File: src/rtl/div_if.sv
`default_nettype none
// ============================================================================
//  Module      : div_if
//  Description : Request/response bundle between the execute stage and the
//                multi-cycle divider.
//                  signed_div_i  1 = DIV (two's complement), 0 = DIVU
//                  opdata1_i     dividend
//                  opdata2_i     divisor
//                  start_i       request, held until ready_o is consumed
//                  annul_i       pipeline-flush cancel, overrides start_i
//                  result_o      {remainder, quotient}, 0 unless ready_o
//                  ready_o       result valid
//  Revision    : 1.0  initial release
// ============================================================================
interface div_if;
   logic        signed_div_i;
   logic [31:0] opdata1_i;
   logic [31:0] opdata2_i;
   logic        start_i;
   logic        annul_i;
   logic [63:0] result_o;
   logic        ready_o;

   // Execute stage side: issues requests, consumes results.
   modport master (
      output signed_div_i,
      output opdata1_i,
      output opdata2_i,
      output start_i,
      output annul_i,
      input  result_o,
      input  ready_o
   );

   // Divider side.
   modport slave (
      input  signed_div_i,
      input  opdata1_i,
      input  opdata2_i,
      input  start_i,
      input  annul_i,
      output result_o,
      output ready_o
   );
endinterface
`default_nettype wire

File: src/rtl/div.sv
`default_nettype none
// ============================================================================
//  Module      : div
//  Description : 32-bit radix-2 restoring divider, one quotient bit per clock.
//                Handles DIV (signed, MIPS remainder-follows-dividend) and
//                DIVU. Result is {remainder, quotient} held until start_i
//                drops. Divide-by-zero yields a zero result after one cycle.
//  Ports       : clk   pipeline clock, rising edge
//                rst   asynchronous active-low reset
//                bus   div_if.slave (operands, start/annul, result/ready)
//  Revision    : 1.0  initial release
// ============================================================================
module div (
   input  logic  clk,
   input  logic  rst,
   div_if.slave  bus
);

   typedef enum logic [1:0] {
      DIV_FREE    = 2'd0,
      DIV_BY_ZERO = 2'd1,
      DIV_ON      = 2'd2,
      DIV_END     = 2'd3
   } state_t;

   localparam logic [5:0] ITERATIONS = 6'd32;

   state_t      state_q,    state_d;
   logic [5:0]  cnt_q,      cnt_d;
   // Bits [64:33] hold the partial remainder, [31:0] collect quotient bits;
   // the extra low bit lets the shift-in of each quotient bit line up.
   logic [64:0] dividend_q, dividend_d;
   logic [31:0] divisor_q,  divisor_d;
   // Sign corrections decided from the operands sampled at acceptance.
   logic        neg_quo_q,  neg_quo_d;
   logic        neg_rem_q,  neg_rem_d;
   logic [63:0] result_q,   result_d;
   logic        ready_q,    ready_d;

   logic [31:0] abs_a;
   logic [31:0] abs_b;
   logic [32:0] diff;
   logic [31:0] quo_fix;
   logic [31:0] rem_fix;

   // Magnitudes of the incoming operands (only consumed on acceptance).
   always_comb begin
      abs_a = bus.opdata1_i;
      abs_b = bus.opdata2_i;
      if (bus.signed_div_i && bus.opdata1_i[31]) begin
         abs_a = ~bus.opdata1_i + 32'd1;
      end
      if (bus.signed_div_i && bus.opdata2_i[31]) begin
         abs_b = ~bus.opdata2_i + 32'd1;
      end
   end

   // Trial subtraction; diff[32] set means the divisor did not fit.
   assign diff = {1'b0, dividend_q[63:32]} - {1'b0, divisor_q};

   // Final sign fix-up of the unsigned quotient and remainder.
   always_comb begin
      quo_fix = dividend_q[31:0];
      rem_fix = dividend_q[64:33];
      if (neg_quo_q) begin
         quo_fix = ~dividend_q[31:0] + 32'd1;
      end
      if (neg_rem_q) begin
         rem_fix = ~dividend_q[64:33] + 32'd1;
      end
   end

   // Next-state and output logic.
   always_comb begin
      state_d    = state_q;
      cnt_d      = cnt_q;
      dividend_d = dividend_q;
      divisor_d  = divisor_q;
      neg_quo_d  = neg_quo_q;
      neg_rem_d  = neg_rem_q;
      result_d   = result_q;
      ready_d    = ready_q;

      case (state_q)
         DIV_FREE: begin
            if (bus.start_i && !bus.annul_i) begin
               if (bus.opdata2_i == 32'd0) begin
                  state_d    = DIV_BY_ZERO;
                  dividend_d = '0;
               end else begin
                  state_d    = DIV_ON;
                  cnt_d      = 6'd0;
                  dividend_d = {32'd0, abs_a, 1'b0};
                  divisor_d  = abs_b;
                  neg_quo_d  = bus.signed_div_i &
                               (bus.opdata1_i[31] ^ bus.opdata2_i[31]);
                  neg_rem_d  = bus.signed_div_i & bus.opdata1_i[31];
               end
            end
         end

         // Flush is deliberately ignored here: the zero result is always
         // delivered and released through start_i.
         DIV_BY_ZERO: begin
            state_d    = DIV_END;
            dividend_d = '0;
            result_d   = '0;
            ready_d    = 1'b1;
         end

         DIV_ON: begin
            if (bus.annul_i) begin
               state_d  = DIV_FREE;
               cnt_d    = 6'd0;
               result_d = '0;
               ready_d  = 1'b0;
            end else if (cnt_q != ITERATIONS) begin
               if (diff[32]) begin
                  dividend_d = {dividend_q[63:0], 1'b0};
               end else begin
                  dividend_d = {diff[31:0], dividend_q[31:0], 1'b1};
               end
               cnt_d = cnt_q + 6'd1;
            end else begin
               state_d  = DIV_END;
               cnt_d    = 6'd0;
               result_d = {rem_fix, quo_fix};
               ready_d  = 1'b1;
            end
         end

         DIV_END: begin
            if (!bus.start_i) begin
               state_d  = DIV_FREE;
               result_d = '0;
               ready_d  = 1'b0;
            end
         end

         default: begin
            state_d  = DIV_FREE;
            result_d = '0;
            ready_d  = 1'b0;
         end
      endcase
   end

   always_ff @(posedge clk or negedge rst) begin
      if (!rst) begin
         state_q    <= DIV_FREE;
         cnt_q      <= 6'd0;
         dividend_q <= '0;
         divisor_q  <= '0;
         neg_quo_q  <= 1'b0;
         neg_rem_q  <= 1'b0;
         result_q   <= '0;
         ready_q    <= 1'b0;
      end else begin
         state_q    <= state_d;
         cnt_q      <= cnt_d;
         dividend_q <= dividend_d;
         divisor_q  <= divisor_d;
         neg_quo_q  <= neg_quo_d;
         neg_rem_q  <= neg_rem_d;
         result_q   <= result_d;
         ready_q    <= ready_d;
      end
   end

   assign bus.result_o = result_q;
   assign bus.ready_o  = ready_q;

endmodule
`default_nettype wire
File: src/flat_wrapper.sv
// flat-port wrapper written by rule: the top's interface ports become plain ports
module div_flat 
  (clk, rst, bus_signed_div_i, bus_opdata1_i, bus_opdata2_i, bus_start_i, bus_annul_i, bus_result_o, bus_ready_o);
  div_if bus_i ();
  input  logic clk;
  input  logic rst;
  input wire logic [$bits(bus_i.signed_div_i)-1:0] bus_signed_div_i;
  input wire logic [$bits(bus_i.opdata1_i)-1:0] bus_opdata1_i;
  input wire logic [$bits(bus_i.opdata2_i)-1:0] bus_opdata2_i;
  input wire logic [$bits(bus_i.start_i)-1:0] bus_start_i;
  input wire logic [$bits(bus_i.annul_i)-1:0] bus_annul_i;
  output wire logic [$bits(bus_i.result_o)-1:0] bus_result_o;
  output wire logic [$bits(bus_i.ready_o)-1:0] bus_ready_o;
  assign bus_i.signed_div_i = bus_signed_div_i;
  assign bus_i.opdata1_i = bus_opdata1_i;
  assign bus_i.opdata2_i = bus_opdata2_i;
  assign bus_i.start_i = bus_start_i;
  assign bus_i.annul_i = bus_annul_i;
  assign bus_result_o = bus_i.result_o;
  assign bus_ready_o = bus_i.ready_o;
  div u_core (.clk(clk), .rst(rst), .bus(bus_i));
endmodule
File: config.mk
export PLATFORM = sky130hd
export DESIGN_NAME = div_flat
export DESIGN_NICKNAME = d
export VERILOG_FILES = /design/src/rtl/div_if.sv /design/src/rtl/div.sv /design/src/flat_wrapper.sv
export SDC_FILE = /design/constraint.sdc
export NUM_CORES = 1
export LEC_CHECK = 0
export BUFFER_PORTS_ARGS = -buffer_cell sky130_fd_sc_hd__buf_2
export CAP_MARGIN = 20
export CORE_ASPECT_RATIO = 0.75
export CORE_MARGIN = 8
export CORE_UTILIZATION = 59
export DETAILED_ROUTE_END_ITERATION = 8
export PLACE_DENSITY = 0.78
export SLEW_MARGIN = 40
export SYNTH_ARGS = -nofsm -noshare
export SYNTH_HDL_FRONTEND = slang
export SYNTH_SLANG_ARGS = --single-unit
File: constraint.sdc
create_clock -name clk -period 3.3 [get_ports clk]
set_input_delay 0 -clock clk [delete_from_list [all_inputs] [get_ports clk]]
set_output_delay 0 -clock clk [all_outputs]
set_load 0.01 [all_outputs]
* Word-level counts from Yosys, hierarchy flattened *
Cells that the tools add are included.

cells by class
  equality and inequality tests = 10
  reductions and logical operators = 14
  bitwise logic cells = 8
  add/subtract/negate cells = 6
  muxes and demuxes = 29

operators with widths
  kind                     count
  $mux W65                 4
  $pmux W65 S3             1
  $mux W64                 3
  $pmux W64 S3             1
  $add A32 B1 Y32 const B  4
  $mux W32                 4
  $not A32 Y32             4
  $mux W33                 1
  $sub A32 B32 Y33         1
  $logic_not A32 Y1        1
  $mux W6                  4
  $pmux W6 S2              1
  $reduce_and A3 Y1        4
  $mux W2                  5
  $pmux W2 S4              1
  $add A6 B1 Y6 const B    1
  $ne A2 B2 Y1 const B     3
  $ne A6 B6 Y1 const B     1
  $reduce_bool A3 Y1       2
  $eq A2 B2 Y1 const B     2
  $ne A2 B1 Y1 const B     2
  $reduce_and A4 Y1        1
  $logic_and A1 B1 Y1      3
  $mux W1                  3
  other kinds (9)          10

storage, ports and cells
  bits in registers = 172
  input bits = 69

* Longest topological paths before layout *
Gate-level depths: netlist (run 1).

  word-level depth = 6
  gate-level depth with buffers = 13
  gate-level depth less buffers = 11

* Least setup slack after synthesis (run 1) *
OpenSTA, ideal clock, no wires.

  path type = reg2reg
  start = reg u_core.dividend_q[54]
  end = reg u_core.dividend_q[41]
  cell stages (with the launch flop) = 12
  arrival time = 2.738 ns
  slack = 0.428 ns
  data required time = 3.166 ns
  buffers on the path = 3
  cells stage by stage = dfrtp_1 -> ha_1 -> clkbuf_1 -> a21oi_1 -> nand2_1 -> a221o_1 -> a211oi_1 -> a21o_1 -> clkbuf_1 -> clkbuf_1 -> mux2i_1 -> o21ai_0

between the ends
  longest elaborated chain between the ends = 5

RTL lines
  what                    line        text
  from (decl)             div.sv:32   logic [64:0] dividend_q, dividend_d;
  from (signal assigned)  div.sv:161  dividend_q <= dividend_d;
  $sub A32 B32 Y33        div.sv:59   assign diff = {1'b0, dividend_q[63:32]} - {1'b0, divisor_q};
  $mux W65                div.sv:118  if (diff[32]) begin
  $mux W65                div.sv:117  end else if (cnt_q != ITERATIONS) begin
  $mux W65                div.sv:112  if (bus.annul_i) begin
  $pmux W65 S3            div.sv:84   case (state_q)

Every way passes these cells. The select of a mux whose other input is x is not followed.
A chain may end at the register's enable or synchronous reset.

* Worst setup path in the final report (run 1) *
  start = reg u_core.dividend_q[7]
  end = reg u_core.result_q[28], in the netlist u_core.bus.result_o[28]

between the ends
  longest elaborated chain between the ends = 6

RTL lines
  what                  line        text
  $not A32 Y32          div.sv:66   quo_fix = ~dividend_q[31:0] + 32'd1;
  $add A32 B1 Y32       div.sv:66
  $mux W32              div.sv:65   if (neg_quo_q) begin
  $mux W64              div.sv:117
  $mux W64              div.sv:112
  $pmux W64 S3          div.sv:84
  to (signal assigned)  div.sv:165  result_q <= result_d;
  to (decl)             div.sv:37   logic [63:0] result_q, result_d;

Every way passes these cells. The select of a mux whose other input is x is not followed.

==> results.md, run 1 <==
* Status: finished clean
* Crit-path max FO at 5
* Antenna violations before repair at 1
* Syn nets at about 1,500
* Clock tree buffer depth at 2
* RSZ-0062 raised after global routing: false
* Gpl congestion at just under 1
* First DRT Iteration DRCs at ~1,200
* Vias in the first global route at ~10,000
* Xor/xnor cell area share of the yosys netlist at 0.1122
* DP Wirelength at around 24,000 um
* Largest net degree at the start of global routing at 98
* Die width at between 150 and 200 um
* Layout cells sized above 1 at 0.1415
* Mapped cell area at ~11,000 um2
* Clk sinks at approximately 170
* Gr usage total at 0.2747
* Mux cell area share after synthesis at 0.008072
* Synth Area in Adders at 0.05042
* Max frequency at 329.6 MHz
* CTS tree: done
* Mapped Cells at 1,352
* Sequential Area at around 4300 um2
* ANT nets after route at 0
* Die area at around 24,000 um2
* Post-synthesis async set-or-reset flop share at 1.000
* Pre-CTS setup slack at 0.3231 ns
* Core area at approximately 19,000 um2
* Final Skew at 0.01174 ns
* Yosys cell types at 58
* CP arrival at ~3.4 ns
* Largest family of logic cells by synthesized area: compound AO/OA/AOI/OAI gates
* Fillers at 1,525
* Post-route minimum period at about 3 ns
* Number of synthesized flops with an enable pin at 0
* Overall power at between 9 and 10 mW
* IO Count at 134
* CP endpoint kind: flip-flop
* Worst-path clk slew at roughly 0.08 ns
* YS warnings at 0
* Synth Flop Type: dfrtp_1
* Max VDD drop at between 0.4 and 0.5 mV
* Power per cell area at 709.8 nW/um2
* Slowest cell on crit path: or4_4
* Synthesized area per cell at approximately 8.4 um2
* Initial Utilization at 0.5924
* Post-Synth Simple-Gate Area at 0.1713
* Cell Chain, Critical Path: or4_4 > or4_4 > or2_4 > or3_4 > or2_4 > o41ai_4 > xor2_1 > o31ai_1
* Seq cells post-synth at around 170
* Final Cycle Share at 0.9195
* Cts repair resizes at 0
* Seq/Total Area, Yosys at 0.3804
* Remaining Overflow, GRT at 0
* Leakage at 6.291 nW
* Routed WL at approximately 33,000 um
* Std cell rows at 44
* Area grow syn2layout at 18.62%
* Routed len/inst at ~18 um
* First-pass GRT wire length at around 53,000 um
* Num CTS Buffers at 17
* Root Driver: clkbuf_16
* Worst Setup Start Kind: flip-flop
* Worst Hold Class: in2reg
* Drt first pass iters at 5
* PortBufs at between 100 and 150
* Final Setup Violations at 0
* Final nets at roughly 1,600
* Total setup buffers inserted after CTS at 0
* Multi-input gate area at 6535 um2
* Setup WS post-layout at ~0.27 ns
* CP Class: reg2reg
* Placed Cells at between 1,500 and 2,000
* DRC errors left at 0
* Post-Layout Cell Count at between 1,500 and 2,000
* Final hold viol count at 0
* Required @ worst endpoint at approximately 3.6 ns
* Setup TNS at 0 ns
* H-tree Lvls at 4
* Delay of the slowest critical-path stage at 0.57 ns
* Pins Over Slew Limit at 0
* Via Count at about 11,000
* Max-Cap Viols at 0
* Later-pin clock latency in the skew report at around 0.44 ns
* Worst slew margin at 0.4397
* Slew at the pin with the worst max-slew slack at about 0.83 ns
* Die height at between 100 and 150 um
* Post-DR vias/cell at between 5 and 6
* Complex-gate fraction of the synthesized area at 0.2339
state kept, by name (all words and copies together) (netlist names):
signal               cells
u_core.bus.result_o     64
u_core.state_q           2
u_core.bus.ready_o       1
u_core.neg_quo_q         1
u_core.neg_rem_q         1
u_core.dividend_q       65
u_core.divisor_q        32
u_core.cnt_q             6
per-layer routing:
| layer | vias up | global-route usage | routed length [um] | part of all wire |
|---|---|---|---|---|
| met5 | - | 0.006237 | 0 | 0 |
| met4 | 0 | 0.05777 | 398 | 0.012 |
| met3 | 31 | 0.08632 | 3808 | 0.12 |
| met2 | 493 | 0.3464 | 12240 | 0.37 |
| met1 | 4955 | 0.4374 | 16290 | 0.50 |
| li1 | 5125 | - | - | - |
synthesized netlist by cell type, types with 14 or more instances:
| library cell | number | share of area |
|---|---|---|
| nand3_1 | 14 | 0.0062 |
| a22o_1 | 15 | 0.012 |
| nor3_1 | 27 | 0.012 |
| nand2_1 | 199 | 0.066 |
| o31ai_1 | 45 | 0.030 |
| dfrtp_1 | 172 | 0.38 |
| xnor2_1 | 68 | 0.053 |
| nand2b_1 | 18 | 0.010 |
| nor2_1 | 82 | 0.027 |
| a21oi_1 | 91 | 0.040 |
| inv_1 | 61 | 0.020 |
| ha_1 | 44 | 0.049 |
| xor2_1 | 77 | 0.060 |
| clkbuf_1 | 67 | 0.022 |
| a22oi_1 | 29 | 0.019 |
| o21ai_0 | 167 | 0.074 |
| a21o_1 | 15 | 0.010 |
final timing paths:
check / startpoint / cells past startpoint / endpoint / slack, ns
max in group asynchronous: rst / 3 / u_core.bus.result_o[63]$_DFFE_PN0P_ / 2.22
max reg2reg: u_core.dividend_q[7]$_DFFE_PN0P_ / 8 / u_core.bus.result_o[28]$_DFFE_PN0P_ / 0.27
max: u_core.dividend_q[7]$_DFFE_PN0P_ / 8 / u_core.bus.result_o[28]$_DFFE_PN0P_ / 0.27
min: bus_opdata1_i[25] / 4 / u_core.dividend_q[26]$_DFFE_PN0P_ / 0.006
min reg2reg: u_core.bus.result_o[34]$_DFFE_PN0P_ / 2 / u_core.bus.result_o[34]$_DFFE_PN0P_ / 0.47
min in group asynchronous: rst / 2 / u_core.divisor_q[8]$_DFFE_PN0P_ / 0.17
per-stage QoR:
step | cell area (um2) | hold slack [ns] | util
floorplan | 11320 | -0.2956 | -
global placement | 12390 | 0.1152 | 0.6485
detailed placement | 12390 | 0.1233 | 0.6487
CTS | 13420 | 0.001601 | 0.7024
global route | 13420 | 0.03006 | 0.7026
finish | 13420 | 0.005836 | 0.7026
kinds of logic after synthesis:
kind of cell               count (synthesis)
adders and majority gates                 45
DFF                                      172
xor gates and xnor gates                 145
muxes                                      9
buffers and inverters                    132
and+or+nand+nor                          421
AOI/OAI and AO/OA                        428
power by group:
part           switching, mW  internal (mW)
logic                   2.78           1.54
registers              0.532           2.65
clock network          0.944           1.08
worst max-delay path: cells and delay by family, from the launching register on:
family,cells,cell delay (ns)
compound gates,2,0.50
xor+xnor,1,0.11
flops,1,0.44
simple gates,5,1.88
placed cells by master (no fill, tap or decap), types with 17 or more instances in the layout:
cell type	count
clkbuf_16	17
dfrtp_1	172
inv_1	61
buf_2	132
buf_4	34
xnor2_1	68
xor2_1	77
nor2_1	82
o21ai_0	167
nand2_1	199
a21oi_1	90
nand2b_1	17
a22oi_1	29
dlygate4sd3_1	43
nor3_1	27
ha_1	44
o31ai_1	45
cell type report:
type                       instances  share of cell area
multi-input combinational       1048              0.4869
sequential                       172              0.3207
timing repair buffer             214              0.1073
clock buffer                      17             0.03169
tap                              253             0.02358
inverter                          61             0.01706
clock inverter                    15             0.01268
antenna                            1           0.0001864
what timing repair did:
action                                 in CTS  in global routing
setup endpoints to repair                   0                  0
hold buffers                               43                  0
endpoints found under the hold margin     123                  0
Power figures use the tool's default switching activity.
==> run 2, diff against run 1 <==
CORE_MARGIN = 1   (was 8)
RECOVER_POWER = 50   (was not set)
REMOVE_ABC_BUFFERS = 1   (was not set)
==> run 2 against run 1 <==
Compared with the run above:
- the run now ends with capacitance limit, slew limit left
- non-clock buffer count down 1
- final area down 0.64%
- clock power about the same
- total power down 0.94%
- critical path type unchanged
- largest cell class unchanged
- die area decreased by 17%
- fmax decreased by 0.41%
==> results.md, run 2 (same netlist as run 1, synthesis figures left out) <==
* CP endpoint kind: flip-flop
* Fin util at 0.7164
* First-pass GRT wire length at between 50,000 and 60,000 um
* Std cell rows at 43
* DP Wirelength at between 20,000 and 25,000 um
* Worst-path clk slew at 0.08 ns
* Max frequency at about 330 MHz
* Gr usage total at 0.3215
* Sequential Area at between 4000 and 5000 um2
* CP arrival at about 3.4 ns
* RSZ-0062 raised after global routing: false
* Layout cells sized above 1 at 0.09633
* Hold slack at slightly above 0.01 ns
* IO Count at 134
* Crit-path max FO at 4
* Commonest cells after routing, fill and taps aside: 198 x nand2_1, 172 x dfrtp_1, 167 x o21ai_0, 89 x a21oi_1, 82 x nor2_1
* Setup crit start: u_core.divisor_q[1]$_DFFE_PN0P_
* Via Count at roughly 11,000
* ANT nets after route at 0
* Post-route minimum period at approximately 3.0 ns
* Worst Setup Start Kind: flip-flop
* Leakage at ~6.0 nW
* Largest net degree at the start of global routing at 93
* Reg2reg start: u_core.divisor_q[1]$_DFFE_PN0P_
* Status: finished with violations
* Worst Hold Class: in2reg
* Final hold viol count at 0
* PortBufs at between 100 and 150
* H-tree Lvls at 4
* Remaining Overflow, GRT at 0
* Routed len/inst at ~18 um
* Die height at roughly 120 um
* Total setup buffers inserted after CTS at 0
* First DRT Iteration DRCs at between 1,000 and 1,500
* Initial Utilization at 0.6079
* Clock tree buffer depth at 2
* Max-Cap Viols at 1
* Power per cell area at roughly 710 nW/um2
* DRC errors left at 0
* Root Driver: clkbuf_16
* Die area at 19,740 um2
* Worst slew margin at -0.2812
* Clk sinks at roughly 170
* Num CTS Buffers at 17
* Drt first pass iters at 5
* Min-delay src: bus_opdata1_i[21]
* # diodes at 0
* Max reg flops at 65
* CTS tree: done
* Required @ worst endpoint at 3.62 ns
* Final Skew at between 0.01 and 0.015 ns
* Antenna violations before repair at 0
* Most common cell after layout, fill and taps aside: nand2_1
* Final Cycle Share at 0.9233
* CP Class: reg2reg
* Final nets at 1,627
* Die width at around 160 um
* Failing checks: capacitance limit, slew limit
* Later-pin clock latency in the skew report at about 0.44 ns
* Pins Over Slew Limit at 75
* Multi-input gate area at around 6500 um2
* Routed WL at 31,080 um
* Slew at the pin with the worst max-slew slack at 1.922 ns
* Max VDD drop at between 0.7 and 0.8 mV
* Area grow syn2layout at 17.86%
* Post-DR vias/cell at 6.047
* Gpl congestion at just under 1
* Vias in the first global route at ~10,000
* Final Setup Violations at 0
* Fillers at around 1,500
* Core area at roughly 19,000 um2
* Most flops, register: u_core.dividend_q
run 2: layer usage:
| layer | vias up | track usage | part of all wire |
|---|---|---|---|
| met5 | - | 0 | 0 |
| met4 | 0 | 0.09021 | 0.017 |
| met3 | 55 | 0.04426 | 0.064 |
| met2 | 430 | 0.5142 | 0.46 |
| met1 | 5131 | 0.4581 | 0.46 |
| li1 | 5105 | - | - |
run 2: cell type report:
cell class	count	share of cell area
multi-input cells	1048	0.4903
flip-flops and latches	172	0.3227
repair buffers	213	0.1021
clock buffers	17	0.03190
well taps	247	0.02317
inverters	61	0.01717
clock inverters	15	0.01267
run 2: worst paths after layout:
path                                                       end  slack (ns)  cells after the start
setup / recovery             u_core.dividend_q[62]$_DFFE_PN0P_        0.25                     11
hold reg to reg             u_core.bus.result_o[3]$_DFFE_PN0P_        0.48                      2
setup reg to reg             u_core.dividend_q[62]$_DFFE_PN0P_        0.25                     11
hold / removal               u_core.dividend_q[22]$_DFFE_PN0P_        0.01                      4
min in group asynchronous  u_core.bus.result_o[40]$_DFFE_PN0P_        0.62                      2
max in group asynchronous    u_core.dividend_q[26]$_DFFE_PN0P_        1.03                      3
run 2: power breakdown:
part	switching [mW]	total [mW]	internal, mW	leakage (nW)
clock	1.01	2.03	1.02	0.284
combinational	2.72	4.30	1.57	3.44
sequential	0.462	3.11	2.65	2.27
run 2: per-stage QoR:
stage	worst slack, ns	instance area (um2)	instances	total power, mW	setup TNS [ns]
6_report	0.2533	13340	1773	9.438	0
5_1_grt	0.06161	13340	1773	10.06	0
4_1_cts	0.2408	13410	1772	9.399	0
3_5_place_dp	0.3055	12360	1694	7.310	0
3_3_place_gp	0.3570	12360	1694	7.197	0
2_1_floorplan	-0.9933	11050	1281	5.877	-64.82
run 2: worst max-delay path, stage by stage, from the launching register on:
cell and delay (ns):
dfrtp_1 0.41, inv_1 0.06, ha_1 0.28, nor2b_1 0.14, o2111ai_1 0.27, a2111oi_0 0.17
buf_4 0.17, nor4_1 0.76, o211ai_1 0.25, a21o_1 0.22, a21oi_1 0.11, o21ai_0 0.09
run 2: timing repair:
| item | CTS | global route |
|---|---|---|
| hold buffers | 46 | 0 |
| endpoints found under the setup margin | 0 | 1 |
| gates resized for setup | 0 | 1 |
| endpoints found under the hold margin | 114 | 0 |
==> run 3, diff against run 2 <==
CORE_ASPECT_RATIO = 0.7   (was 0.75)
SETUP_SLACK_MARGIN = 0.4   (was not set)
==> run 3 against run 2 <==
Compared with the run above:
- the flow still finishes with violations (capacitance limit, slew limit)
- combinational power is 3% higher
- critical path depth stayed put
- clock-buffer cell count stayed put
- global-route usage is 0.28 points higher
- sequential power hardly changed
- die area hardly changed
- clock power is 2% higher
- largest power group unchanged
- cell count is 0.62% lower
- core utilization is 1.2 points higher
==> results.md, run 3 (same netlist as run 1, synthesis figures left out) <==
* Status: finished with violations
* Failing checks: capacitance limit, slew limit
* Setup TNS at 0 ns
* CP endpoint kind: flip-flop
* Initial Utilization at 0.6144
* Num CTS Buffers at 17
* Int Power at roughly 5.3 mW
* Core area at approximately 18,000 um2
* Sequential share of power at 0.322
* First-pass GRT wire length at 51,830 um
* Post-DR vias/cell at about 6
* DRC errors left at 0
* IO Count at approximately 130
* Final hold viol count at 0
* First DRT Iteration DRCs at ~1,000
* Worst slew margin at -0.3143
* Via Count at about 11,000
* Fin util at 0.7289
* Slew at the pin with the worst max-slew slack at roughly 2.0 ns
* Commonest cells after routing, fill and taps aside: 197 x nand2_1, 170 x dfrtp_1, 166 x o21ai_0, 86 x a21oi_1, 82 x nor2_1
* Max VDD drop at 0.6884 mV
* ANT nets after route at 0
* H-tree Lvls at 4
* CTS tree: done
* Post-Layout Cell Count at about 1,800
* Comb pwr share at 0.462
* Post-route minimum period at 2.937 ns
* Final nets at around 1,600
* Max-Cap Viols at 1
* Gr usage total at 0.3244
* Std cell rows at roughly 40
* Clock tree buffer depth at 2
* Worst Setup Start Kind: flip-flop
* Die width at between 150 and 200 um
* WHS Path Cells at 4
* RSZ-0062 raised after global routing: true
* Max reg flops at 65
* Worst-path clk slew at ~0.080 ns
* CP Class: reg2reg
* Remaining Overflow, GRT at 0
* Antenna violations before repair at 0
* Overall power at roughly 9.6 mW
* Final Cycle Share at 0.8901
* Required @ worst endpoint at 3.59 ns
* Die height at ~120 um
* DP Wirelength at approximately 22,000 um
* Gpl congestion at ~0.97
* Placed Cells at ~1,700
* Most flops, register: u_core.dividend_q
* Leakage at about 6.0 nW
* Worst Hold Class: in2reg
* Vias in the first global route at 10,190
* Max frequency at 340.5 MHz
* Final Setup Violations at 0
* Later-pin clock latency in the skew report at between 0.4 and 0.5 ns
* Sw Ratio at 0.4457
* PortBufs at roughly 130
* Root Driver: clkbuf_16
* Drt first pass iters at 6
* Pins Over Slew Limit at between 70 and 80
* Routed WL at 31,690 um
* Largest net degree at the start of global routing at 93
* Sw power at ~4.3 mW
* Worst r2r path cells at 11
* # diodes at 0
* Most common cell after layout, fill and taps aside: nand2_1
* Crit-path max FO at 6
* Power per cell area at 717.0 nW/um2
* Routed len/inst at around 18 um
* CP arrival at 3.23 ns
* Clock power share at 0.217
* Area grow syn2layout at 18.62%
* Layout cells sized above 1 at 0.1107
* Die area at a little under 20,000 um2
* Clk sinks at 172
* Final Skew at a little under 0.01 ns
-- run 3: cell count changes in the layout (fill, tap and decap cells not counted), moves of 3 or more --
cell,previous run,this run
nor3_2,0,3
a21oi_1,89,86
nor3_1,27,24
dlygate4sd3_1,46,42
buf_4,25,32
-- run 3: final timing paths --
kind / startpoint / endpoint / slack (ns)
max in group asynchronous: rst / u_core.bus.result_o[30]$_DFFE_PN0P_ / 0.95
max reg2reg: u_core.dividend_q[35]$_DFFE_PN0P_ / u_core.dividend_q[64]$_DFFE_PN0P_ / 0.36
min: bus_opdata1_i[22] / u_core.dividend_q[23]$_DFFE_PN0P_ / 0.004
max: u_core.dividend_q[35]$_DFFE_PN0P_ / u_core.dividend_q[64]$_DFFE_PN0P_ / 0.36
min reg2reg: u_core.divisor_q[29]$_DFFE_PN0P_ / u_core.divisor_q[29]$_DFFE_PN0P_ / 0.48
min in group asynchronous: rst / u_core.divisor_q[4]$_DFFE_PN0P_ / 0.67
-- run 3: per-layer routing --
layer	up-vias	GRT usage	share of wire
met4	0	0.08314	0.015
met5	-	0	0
met2	428	0.5031	0.45
met3	54	0.04539	0.071
met1	5124	0.4761	0.47
li1	5098	-	-
-- run 3: timing repair --
item | CTS | global route
endpoints found under the hold margin | 113 | 0
pin swaps | 7 | 7
endpoints found under the setup margin | 9 | 85
buffers inserted | 5 | 2
hold buffers | 42 | 0
gates resized for setup | 7 | 17
-- run 3: critical path: stages (launching register included) --
cell and delay [ns]:
dfrtp_1 0.46, ha_1 0.40, a21o_1 0.22, a21oi_2 0.26, a2111oi_4 0.12, buf_4 0.19, nor3_2 0.29, o31ai_1 0.12
buf_4 0.15, a211oi_1 0.29, xor2_1 0.20, o31ai_1 0.08
-- run 3: stage by stage --
step | hold WS, ns | area [um2] | setup WS (ns)
after floorplan | -0.2956 | 11050 | -0.9933
after global placement | 0.08658 | 12310 | 0.3578
after detailed placement | 0.08673 | 12310 | 0.3191
after CTS | 0.00006378 | 13390 | 0.3604
after global routing | 0.03151 | 13420 | 0.2425
final | 0.004377 | 13420 | 0.3627
-- run 3: power by group through the flow --
stage,Combinational [mW],Sequential [mW],Clock (mW)
2_1_floorplan,2.72,3.16,0
3_3_place_gp,4.13,3.10,0
3_5_place_dp,4.20,3.13,0
4_1_cts,4.34,3.07,2.08
5_1_grt,4.88,3.16,2.16
6_report,4.44,3.10,2.08
-- run 3: layout make-up --
cell class / count / area, um2
flip-flops and latches: 172 / 4307
fillers: 1424 / 4994
repair buffers: 213 / 1345
well taps: 236 / 295.3
clock inverters: 15 / 177.7
inverters: 61 / 229.0
multi-input cells: 1048 / 6644
clock buffers: 17 / 425.4
